**src/rtl/mmio_periph_pkg.sv**
```systemverilog
// mmio_periph_pkg
// Shared definitions for the memory-mapped peripheral bank:
//   - byte offsets of each register inside the 32-byte window
//   - bit positions inside TCON
//   - hex nibble to 7-segment (active-high, {dp,g..a}) decoder
package mmio_periph_pkg;

    localparam logic [4:0] OFF_TH      = 5'h00;
    localparam logic [4:0] OFF_TL      = 5'h04;
    localparam logic [4:0] OFF_TCON    = 5'h08;
    localparam logic [4:0] OFF_LEDS    = 5'h0C;
    localparam logic [4:0] OFF_DIGIT   = 5'h10;
    localparam logic [4:0] OFF_SYSTICK = 5'h14;

    localparam int TCON_EN  = 0;
    localparam int TCON_IEN = 1;
    localparam int TCON_IRQ = 2;

    // Segment order is {dp,g,f,e,d,c,b,a}; dp is always off.
    function automatic logic [7:0] hex_to_7seg(input logic [3:0] h);
        logic [7:0] seg;
        case (h)
            4'h0: seg = 8'h3F;
            4'h1: seg = 8'h06;
            4'h2: seg = 8'h5B;
            4'h3: seg = 8'h4F;
            4'h4: seg = 8'h66;
            4'h5: seg = 8'h6D;
            4'h6: seg = 8'h7D;
            4'h7: seg = 8'h07;
            4'h8: seg = 8'h7F;
            4'h9: seg = 8'h6F;
            4'hA: seg = 8'h77;
            4'hB: seg = 8'h7C;
            4'hC: seg = 8'h39;
            4'hD: seg = 8'h5E;
            4'hE: seg = 8'h79;
            default: seg = 8'h71;
        endcase
        return seg;
    endfunction

endpackage

```
**src/rtl/periph_timer.sv**
```systemverilog
// periph_timer
// Reloadable 32-bit up-counter with interrupt status.
//   clk, reset   : clock, synchronous active-high reset
//   th_we/tl_we/tcon_we : decoded software write strobes
//   wr_data      : store data
//   th, tl, tcon : current register values (for the read mux)
//   irq          : TCON irq status bit
// TL counts up while TCON.en=1; on 0xFFFFFFFF it reloads from TH and,
// if TCON.ien=1, sets TCON.irq. A software TL write in the overflow
// cycle wins over the reload, but the irq status is still raised. A
// software clear of TCON.irq in the overflow cycle loses to the set.
module periph_timer
    import mmio_periph_pkg::*;
(
    input  logic        clk,
    input  logic        reset,
    input  logic        th_we,
    input  logic        tl_we,
    input  logic        tcon_we,
    input  logic [31:0] wr_data,
    output logic [31:0] th,
    output logic [31:0] tl,
    output logic [2:0]  tcon,
    output logic        irq
);

    logic [31:0] th_q, th_d;
    logic [31:0] tl_q, tl_d;
    logic [2:0]  tcon_q, tcon_d;
    logic        ovf;

    always_comb begin
        ovf  = tcon_q[TCON_EN] && (tl_q == 32'hFFFF_FFFF);

        th_d = th_we ? wr_data : th_q;

        tl_d = tl_q;
        if (tcon_q[TCON_EN]) begin
            tl_d = ovf ? th_q : tl_q + 32'd1;
        end
        if (tl_we) begin
            tl_d = wr_data;
        end

        tcon_d = tcon_we ? wr_data[2:0] : tcon_q;
        if (ovf && tcon_q[TCON_IEN]) begin
            tcon_d[TCON_IRQ] = 1'b1;
        end
    end

    always_ff @(posedge clk) begin
        if (reset) begin
            th_q   <= '0;
            tl_q   <= '0;
            tcon_q <= '0;
        end else begin
            th_q   <= th_d;
            tl_q   <= tl_d;
            tcon_q <= tcon_d;
        end
    end

    assign th   = th_q;
    assign tl   = tl_q;
    assign tcon = tcon_q;
    assign irq  = tcon_q[TCON_IRQ];

endmodule

```
**src/rtl/mmio_periph_bank.sv**
```systemverilog
// mmio_periph_bank
// Memory-mapped peripheral bank for the MEM stage: timer, LEDs, 7-segment
// digit register and a free-running systick, in a 32-byte window at
// BASE_ADDR. Loads return one cycle later on rd_data with rd_hit=1.
// Ports:
//   clk, reset          : clock, synchronous active-high reset
//   addr, rd_en, wr_en, wr_data : MEM-stage access (addr[1:0] ignored)
//   rd_data, rd_hit     : registered load result / window hit
//   irq                 : timer interrupt status
//   leds, digit, digit_en, systick : peripheral outputs
// Optional build macro MMIO_DIGIT_SCAN_EN: DIGIT holds NDIG hex nibbles
// plus a blank bit, and the hardware scans them onto digit/digit_en.
// Without it digit/digit_en are plain software-written registers.
module mmio_periph_bank
    import mmio_periph_pkg::*;
#(
    parameter logic [31:0] BASE_ADDR = 32'h4000_0000,
    parameter int          LED_W     = 8,
    parameter int          NDIG      = 4,
    parameter int          SCAN_DIV  = 1024
) (
    input  logic              clk,
    input  logic              reset,
    input  logic [31:0]       addr,
    input  logic              rd_en,
    input  logic              wr_en,
    input  logic [31:0]       wr_data,
    output logic [31:0]       rd_data,
    output logic              rd_hit,
    output logic              irq,
    output logic [LED_W-1:0]  leds,
    output logic [7:0]        digit,
    output logic [NDIG-1:0]   digit_en,
    output logic [31:0]       systick
);

    logic        hit;
    logic [4:0]  off;
    logic        rd_acc, wr_acc;
    logic        dig_we;

    assign hit    = (addr[31:5] == BASE_ADDR[31:5]);
    assign off    = {addr[4:2], 2'b00};
    assign rd_acc = rd_en && hit;
    assign wr_acc = wr_en && hit;
    assign dig_we = wr_acc && (off == OFF_DIGIT);

    logic unused_addr;
    assign unused_addr = ^addr[1:0];

    // ---------------- timer ----------------
    logic [31:0] th, tl;
    logic [2:0]  tcon;

    periph_timer u_timer (
        .clk     (clk),
        .reset   (reset),
        .th_we   (wr_acc && (off == OFF_TH)),
        .tl_we   (wr_acc && (off == OFF_TL)),
        .tcon_we (wr_acc && (off == OFF_TCON)),
        .wr_data (wr_data),
        .th      (th),
        .tl      (tl),
        .tcon    (tcon),
        .irq     (irq)
    );

    // ---------------- systick, LEDs ----------------
    logic [31:0]      systick_q, systick_d;
    logic [LED_W-1:0] leds_q, leds_d;

    always_comb begin
        systick_d = systick_q + 32'd1;
        leds_d    = leds_q;
        if (wr_acc && (off == OFF_LEDS)) begin
            leds_d = wr_data[LED_W-1:0];
        end
    end

    // ---------------- digit register / scan ----------------
    logic [7:0]      digit_q, digit_d;
    logic [NDIG-1:0] digit_en_q, digit_en_d;
    logic [31:0]     digit_rd;

`ifdef MMIO_DIGIT_SCAN_EN
    localparam int DW = 4 * NDIG + 1;
    localparam int PW = $clog2(SCAN_DIV);
    localparam logic [PW-1:0] PS_TC = PW'(SCAN_DIV - 1);

    logic [DW-1:0]   dig_store_q, dig_store_d;
    logic [PW-1:0]   ps_q, ps_d;
    logic [NDIG-1:0] ptr_q, ptr_d;
    logic            ps_tc;
    logic [3:0]      nib_masked [NDIG];
    logic [3:0]      nib_sel;

    // One-hot pointer gates each nibble; OR-reduce gives the selected one.
    genvar gi;
    generate
        for (gi = 0; gi < NDIG; gi++) begin : g_nib
            assign nib_masked[gi] = ptr_q[gi] ? dig_store_q[4*gi +: 4] : 4'h0;
        end
    endgenerate

    always_comb begin
        nib_sel = 4'h0;
        for (int i = 0; i < NDIG; i++) begin
            nib_sel = nib_sel | nib_masked[i];
        end
    end

    always_comb begin
        dig_store_d = dig_we ? DW'(wr_data) : dig_store_q;
        ps_tc       = (ps_q == PS_TC);
        ps_d        = ps_tc ? '0 : ps_q + 1'b1;
        // Rotate left by one; for NDIG=1 this degenerates to holding.
        ptr_d       = ps_tc ? ((ptr_q << 1) | (ptr_q >> (NDIG - 1))) : ptr_q;
        // Outputs are registered from the current pointer, so they follow
        // a pointer change by one cycle.
        digit_en_d  = dig_store_q[DW-1] ? '0 : ptr_q;
        digit_d     = hex_to_7seg(nib_sel);
        digit_rd    = 32'(dig_store_q);
    end

    always_ff @(posedge clk) begin
        if (reset) begin
            dig_store_q <= '0;
            ps_q        <= '0;
            ptr_q       <= NDIG'(1);
            digit_q     <= '0;
            digit_en_q  <= '0;
        end else begin
            dig_store_q <= dig_store_d;
            ps_q        <= ps_d;
            ptr_q       <= ptr_d;
            digit_q     <= digit_d;
            digit_en_q  <= digit_en_d;
        end
    end
`else
    logic unused_scan_cfg;
    assign unused_scan_cfg = (SCAN_DIV >= 2);

    always_comb begin
        digit_d    = digit_q;
        digit_en_d = digit_en_q;
        if (dig_we) begin
            digit_d    = wr_data[7:0];
            digit_en_d = wr_data[8 +: NDIG];
        end
        digit_rd             = '0;
        digit_rd[7:0]        = digit_q;
        digit_rd[8 +: NDIG]  = digit_en_q;
    end

    always_ff @(posedge clk) begin
        if (reset) begin
            digit_q    <= '0;
            digit_en_q <= '0;
        end else begin
            digit_q    <= digit_d;
            digit_en_q <= digit_en_d;
        end
    end
`endif

    // ---------------- read port ----------------
    // Mux samples the pre-edge register values, so a same-cycle write is
    // not visible to the read (read-before-write).
    logic [31:0] rd_data_q, rd_data_d;
    logic        rd_hit_q, rd_hit_d;

    always_comb begin
        rd_data_d = '0;
        rd_hit_d  = rd_acc;
        if (rd_acc) begin
            case (off)
                OFF_TH:      rd_data_d = th;
                OFF_TL:      rd_data_d = tl;
                OFF_TCON:    rd_data_d[2:0] = tcon;
                OFF_LEDS:    rd_data_d[LED_W-1:0] = leds_q;
                OFF_DIGIT:   rd_data_d = digit_rd;
                OFF_SYSTICK: rd_data_d = systick_q;
                default:     rd_data_d = '0;
            endcase
        end
    end

    always_ff @(posedge clk) begin
        if (reset) begin
            systick_q <= '0;
            leds_q    <= '0;
            rd_data_q <= '0;
            rd_hit_q  <= 1'b0;
        end else begin
            systick_q <= systick_d;
            leds_q    <= leds_d;
            rd_data_q <= rd_data_d;
            rd_hit_q  <= rd_hit_d;
        end
    end

    assign rd_data  = rd_data_q;
    assign rd_hit   = rd_hit_q;
    assign leds     = leds_q;
    assign digit    = digit_q;
    assign digit_en = digit_en_q;
    assign systick  = systick_q;

endmodule
```
**config.mk**
```make
export PLATFORM = sky130hd
export DESIGN_NAME = mmio_periph_bank
export DESIGN_NICKNAME = d
export VERILOG_FILES = /design/src/rtl/mmio_periph_pkg.sv /design/src/rtl/periph_timer.sv /design/src/rtl/mmio_periph_bank.sv
export SDC_FILE = /design/constraint.sdc
export NUM_CORES = 1
export LEC_CHECK = 0
export CORE_MARGIN = 2
export CORE_UTILIZATION = 44
export CTS_BUF_LIST = sky130_fd_sc_hd__clkbuf_16
export DETAILED_ROUTE_END_ITERATION = 10
export PLACE_DENSITY = 0.79
export SLEW_MARGIN = 20
export SYNTH_ARGS = -nofsm -noshare
export SYNTH_HDL_FRONTEND = slang
export SYNTH_HIERARCHICAL = 1
export SYNTH_SLANG_ARGS = --single-unit
```
**constraint.sdc**
```tcl
create_clock -name clk -period 8.65 [get_ports clk]
set_clock_uncertainty 0.2 [all_clocks]
set_input_delay 1.73 -clock clk [delete_from_list [all_inputs] [get_ports clk]]
set_output_delay 1.73 -clock clk [all_outputs]
set_load 0.01 [all_outputs]
```
==> results.toml <==
[layout]
fillers = 1509
nNetsFinal = 1079
area_growth_pct = 28.67
drive_gt1_share_pct = 7.045
diodes = 0
fin_util_pct = 57.47

[synthesis]
postSynthCellCount = 901
ys_ff_latch = 152
async_flop_share_pct = 0
synth_ff_type = "dfxtp_1"
ys_seq_area_share_pct = 39.67
yosysUniqueCellTypes = 63
yosysWarnings = 6
syn-mean-instance-area_um2 = 8.514
synth_edf_count = 0
syn-num-nets = 971
syn_area_um2 = 7671

[route]
wl_um = 23650
drc = 0
vias = 7696
first_iter_violations = 769
firstDrtPassIters = 8
routed_via_density = 6.172
drtAntennaViolNets = 0
wl_per_cell_um = 18.97

[sta]
hold_viol = 0
fin_crit_sh_pct = 61.35
tightest_slew_ns = 1.156
finalSetupViolCount = 0
slew_headroom_pct = 21.82
slew_viol_final = 0
layout_setup_ws_ns = 3.344
hold_slack_ns = 0.2708
rsz0062_at_grt = "no"
finalSetupTns_ns = 0
max_freq_ghz = 0.1885
period_minus_slack_ns = 5.306

[floorplanning]
fp.dieW_um = 136.0
die_y_um = 136.0
io_pins = 154
dieArea_um2 = 18510
initial_core_util_pct = 44.66
rows = 48
core_um2 = 17180

[power_and_ir_drop]
ir_worst_vdd_mv = 0.1480
p_leak_nw = 3.232
p_switching_mw = 0.3454
switching_share_pct = 22.04
internal-power_mw = 1.222
p_clk_share_pct = 50.4
power_mw = 1.567
seq_power_share_pct = 44.8
p_comb_share_pct = 4.8
power_density_nw_per_um2 = 158.8

[hold_path]
hp-start = "u_timer/tcon[1]"
worstHoldPathType = "flop to flop"

[grt]
grt_usage_pct = 25.08
grt_max_degree = 71
antenna_found_initial = 0
grt_pass1_vias = 6899
grt_first_pass_wirelength_um = 36900
grt_overflow = 0

[setup_path]
end_kind = "flop"
cp_max_fo = 28
crit_arrival_ns = 5.44
slowest_delay_ns = 0.88
cp_slowest_cell = "clkdlybuf4s50_1"
critPathLaunchType = "primary input"
path_cells = "clkdlybuf4s50_1 > nor2b_1 > and3b_1 > inv_1 > nand2_1 > nor2_1 > o21ai_0 > o22ai_1"
reg2reg_from = "u_timer/tcon[0]"
crit_type = "primary input to flop"
cp_data_required_time_ns = 8.78
cp-startpoint = "addr[3]"

[clock_network]
cts_hold_buf = 0
postCtsSetupBuffers = 0
clk_latency_ns = 0.43
ctsResizeCount = 0
clockBufferDepth = 2
clk_pin_slew_ns = 0.06
cts_root_buf = "clkbuf_16"
cts.sinks = 152
cts_tree = "yes"
htree_num_levels = 4
cts_buffers = 17

[placement]
port_buffers = 151
place_congestion = 0.8660
dp_hpwl_um = 15910
preCtsSetupSlack_ns = 3.075

[flow_run]
cap_viol_max_count = 0

[status]
status = "completed"
## path summary, 6_finish.rpt
kind	end	slack, ns	cells after the start
max	u_timer/tl[13]	3.34	8
max reg2reg	u_timer/tl[30]	5.56	5
min	u_timer/tcon[2]	0.27	2
min reg2reg	u_timer/tcon[2]	0.27	2
## cells by family (layout without fill, tap and decap cells)
kind of cell / Yosys count / in the layout / synth area share (%)
flops: 152 / 152 / 39.67
buf+inv: 82 / 203 / 4.306
xor+xnor: 30 / 30 / 3.425
fa+ha+maj: 2 / 2 / 0.3262
simple gates: 343 / 343 / 24.12
mux: 67 / 67 / 9.868
compound gates: 225 / 225 / 18.28
## layer usage
layer / wire, um / global-route usage [%] / part of all wire [%]
met1: 9823 / 33.76 / 42
met2: 11170 / 39.61 / 47
met3: 2109 / 5.817 / 8.9
met4: 546 / 8.391 / 2.3
met5: 0 / 0 / 0
## flip-flops by register name, indices dropped and copies added, names as in the netlist
register      count
systick          32
u_timer/th       32
rd_hit            1
digit_en          4
rd_data          32
digit             8
leds              8
u_timer/tcon      3
u_timer/tl       32
## final cells by class
class / instances / area, um2 / share of cell area [%]
well taps: 225 / 281.5 / 2.852
clock inverters: 15 / 196.4 / 1.990
repair buffers: 160 / 1575 / 15.96
flip-flops and latches: 152 / 3043 / 30.83
multi-input cells: 667 / 4308 / 43.64
clock buffers: 17 / 425.4 / 4.310
inverters: 11 / 41.29 / 0.4183
## placed cells by master (no fill, tap or decap), types with 9 or more instances in the layout
cell             instances
dfxtp_1                152
nor2_1                 109
clkdlybuf4s50_1        149
nand2_1                 28
inv_1                   12
mux2_2                   9
and4_1                  11
o31ai_1                 15
nor2b_1                 14
a22oi_1                 14
nor4_1                  15
a21oi_1                 92
xor2_1                  14
mux2i_1                 52
nand3_1                 43
buf_4                    9
and3_1                  31
or4_1                   17
nor3_1                   9
o22ai_1                 15
xnor2_1                 16
o21ai_0                 40
clkbuf_16               17
nand4_1                 26
## synthesized netlist by cell type, drive strengths merged (9+ instances only)
| master | instances | share of area, % |
|---|---|---|
| xnor2 | 16 | 1.8 |
| or3 | 9 | 0.75 |
| or4 | 17 | 1.7 |
| nor3 | 10 | 0.72 |
| inv | 11 | 0.54 |
| a21oi | 92 | 6.0 |
| and3 | 31 | 2.5 |
| nor4 | 17 | 1.5 |
| nor2b | 14 | 1.1 |
| mux2 | 9 | 1.3 |
| o21ai | 40 | 2.6 |
| and2 | 9 | 0.73 |
| o22ai | 15 | 1.2 |
| buf | 16 | 1.1 |
| dfxtp | 152 | 40 |
| xor2 | 14 | 1.6 |
| nor2 | 109 | 5.3 |
| a22oi | 14 | 1.4 |
| nand4 | 28 | 2.4 |
| clkbuf | 55 | 2.7 |
| nand3 | 45 | 3.1 |
| mux2i | 52 | 6.8 |
| and4 | 11 | 1.3 |
| nand2 | 28 | 1.4 |
| o31ai | 15 | 1.5 |
## per-stage QoR
| stage | instances | cell area [um2] |
|---|---|---|
| after floorplan | 901 | 7671 |
| after global placement | 1214 | 9238 |
| after detailed placement | 1214 | 9238 |
| after CTS | 1246 | 9859 |
| after global routing | 1247 | 9871 |
| final | 1247 | 9871 |
## power by group through the flow
stage               logic [mW]  clock network, mW  registers, mW
finish                  0.0753              0.789          0.703
floorplan               0.0275                  0          0.719
global route            0.0790              0.828          0.703
detailed placement      0.0738                  0          0.718
global placement        0.0732                  0          0.718
CTS                     0.0744              0.799          0.703
## worst max-delay path: cells and delay by family
kind,cells,cell delay [ns]
AND/OR/NAND/NOR,4,1.73
AO/OA/AOI/OAI,2,0.44
buffers and inverters,2,1.52
Note: power is estimated with default switching activity, not from simulation.
==> patch, RTL diff (config.mk and constraints unchanged) <==
Build with the macro `MMIO_DIGIT_SCAN_EN` defined.
--- a/src/rtl/mmio_periph_bank.sv
+++ b/src/rtl/mmio_periph_bank.sv
@@ -11,6 +11,8 @@
 // Optional build macro MMIO_DIGIT_SCAN_EN: DIGIT holds NDIG hex nibbles
 // plus a blank bit, and the hardware scans them onto digit/digit_en.
 // Without it digit/digit_en are plain software-written registers.
+`define MMIO_DIGIT_SCAN_EN
+
 module mmio_periph_bank
     import mmio_periph_pkg::*;
 #(
Behaviour: not the same (Yosys sat finds a counterexample within 4 cycles, from zero or initial values and one cycle with reset high).
==> patch against the unedited design <==
Synthesized area up 19%; global-route usage down 0.43 points; final cell count up 15%; critical path depth up 2; fmax down 3.8%; setup slack worse by 0.21 ns; wire length up 16%; sequential cell count up 30; cell area up 15%; synthesized cell count up 17%; power up 12%; critical path type unchanged; largest cell class unchanged; largest power group is now sequential cells; highest routed layer unchanged.
==> patch: results <==
[yosys]
seq_area_frac_synth = 0.3979
syn-num-nets = 1133
synth_common_cells = "dfxtp_1 (182), nor2_1 (116), a21oi_1 (96)"
yosysWarnings = 13
synthTopCellsByArea = "dfxtp_1 (40%), mux2i_1 (6.4%), a21oi_1 (5.2%)"
synth.distinct_cells = 67
synth.avg_cell_area_um2 = 8.679

[cells_and_area]
inv_count = 18
multi_input_cells = 776
nNetsFinal = 1233
fillCellCount = 1828
multi_input_area_um2 = 5124
area.share.sequential = 0.3206
drive_above_1_share = 0.07877
final_cell_count_no_fill = 1438
clk_share = 0.05472

[grt]
grt_pass1_vias = 8208
grt_max_degree = 57
grt_pass1_wl_mm = 43.91

[sta]
fmax_mhz = 181.3
maxSlewHeadroom = 0.2790
whs_ns = 0.2836

[pwr]
total_leakage_power_nw = 3.769
ir_drop_mv = 0.1302

[placed_design]
globalplace.congestion = 0.9194
port_buffers = 150

[detailed_routing]
drt-initial-drc-count = 978
wl_mm = 27.41

[setup_path]
slowest_delay_ns = 0.85
crit_slowest_cell = "nor2_1"
cp.arrival_ns = 5.67
rrSetupSlack_ns = 5.40
path_delay_family = "buffers and inverters"

[outcome]
outcome = "complete, no violations"

[cts]
clock-sinks = 182

[floorplanning]
dieArea_um2 = 21980
-- patch: cell types whose count changed after synthesis, sizes merged, moves of 6 or more --
cell,change
ha,+8
mux2i,+7
xnor2,+6
nor2b,+8
inv,+7
nand4,-6
buf,+11
nor2,+7
nand3,+19
o21ai,+11
nand2,+6
dfxtp,+30
a2bb2oi,-6
-- patch: final timing paths --
kind,start,end,cells after the start
min,ps_q[0]$_SDFF_PP0_,ps_q[0]$_SDFF_PP0_,1
min reg2reg,ps_q[0]$_SDFF_PP0_,ps_q[0]$_SDFF_PP0_,1
max reg2reg,u_timer/tl[8]$_SDFFE_PP0P_,u_timer/tl[12]$_SDFFE_PP0P_,6
max,addr[4],u_timer/tl[19]$_SDFFE_PP0P_,10
-- patch: where the power goes --
part | total, W | switching, W | leakage [nW] | internal (W)
clock | 0.000825 | 0.000362 | 0.298 | 0.000463
sequential | 0.000846 | 0.00000477 | 1.47 | 0.000841
combinational | 0.0000887 | 0.0000460 | 2.00 | 0.0000426
total | 0.00176 | 0.000413 | 3.77 | 0.00135
-- patch: kinds of logic (layout without fill, tap and decap cells) --
group / after synthesis / in the layout / synth area share
AOI/OAI and AO/OA: 253 / 253 / 0.1720
other: 1 / 1 / 0.0004096
muxes: 82 / 82 / 0.1051
adders and majority gates: 10 / 10 / 0.01366
and+or+nand+nor: 396 / 396 / 0.2342
buffers and inverters: 97 / 210 / 0.04414
xor gates and xnor gates: 34 / 34 / 0.03252
DFF: 182 / 182 / 0.3979
-- patch: per-layer routing --
metal | track usage | share of wire
met5 | 0 | 0
met2 | 0.3898 | 0.46
met3 | 0.05215 | 0.087
met1 | 0.3345 | 0.43
met4 | 0.08714 | 0.028
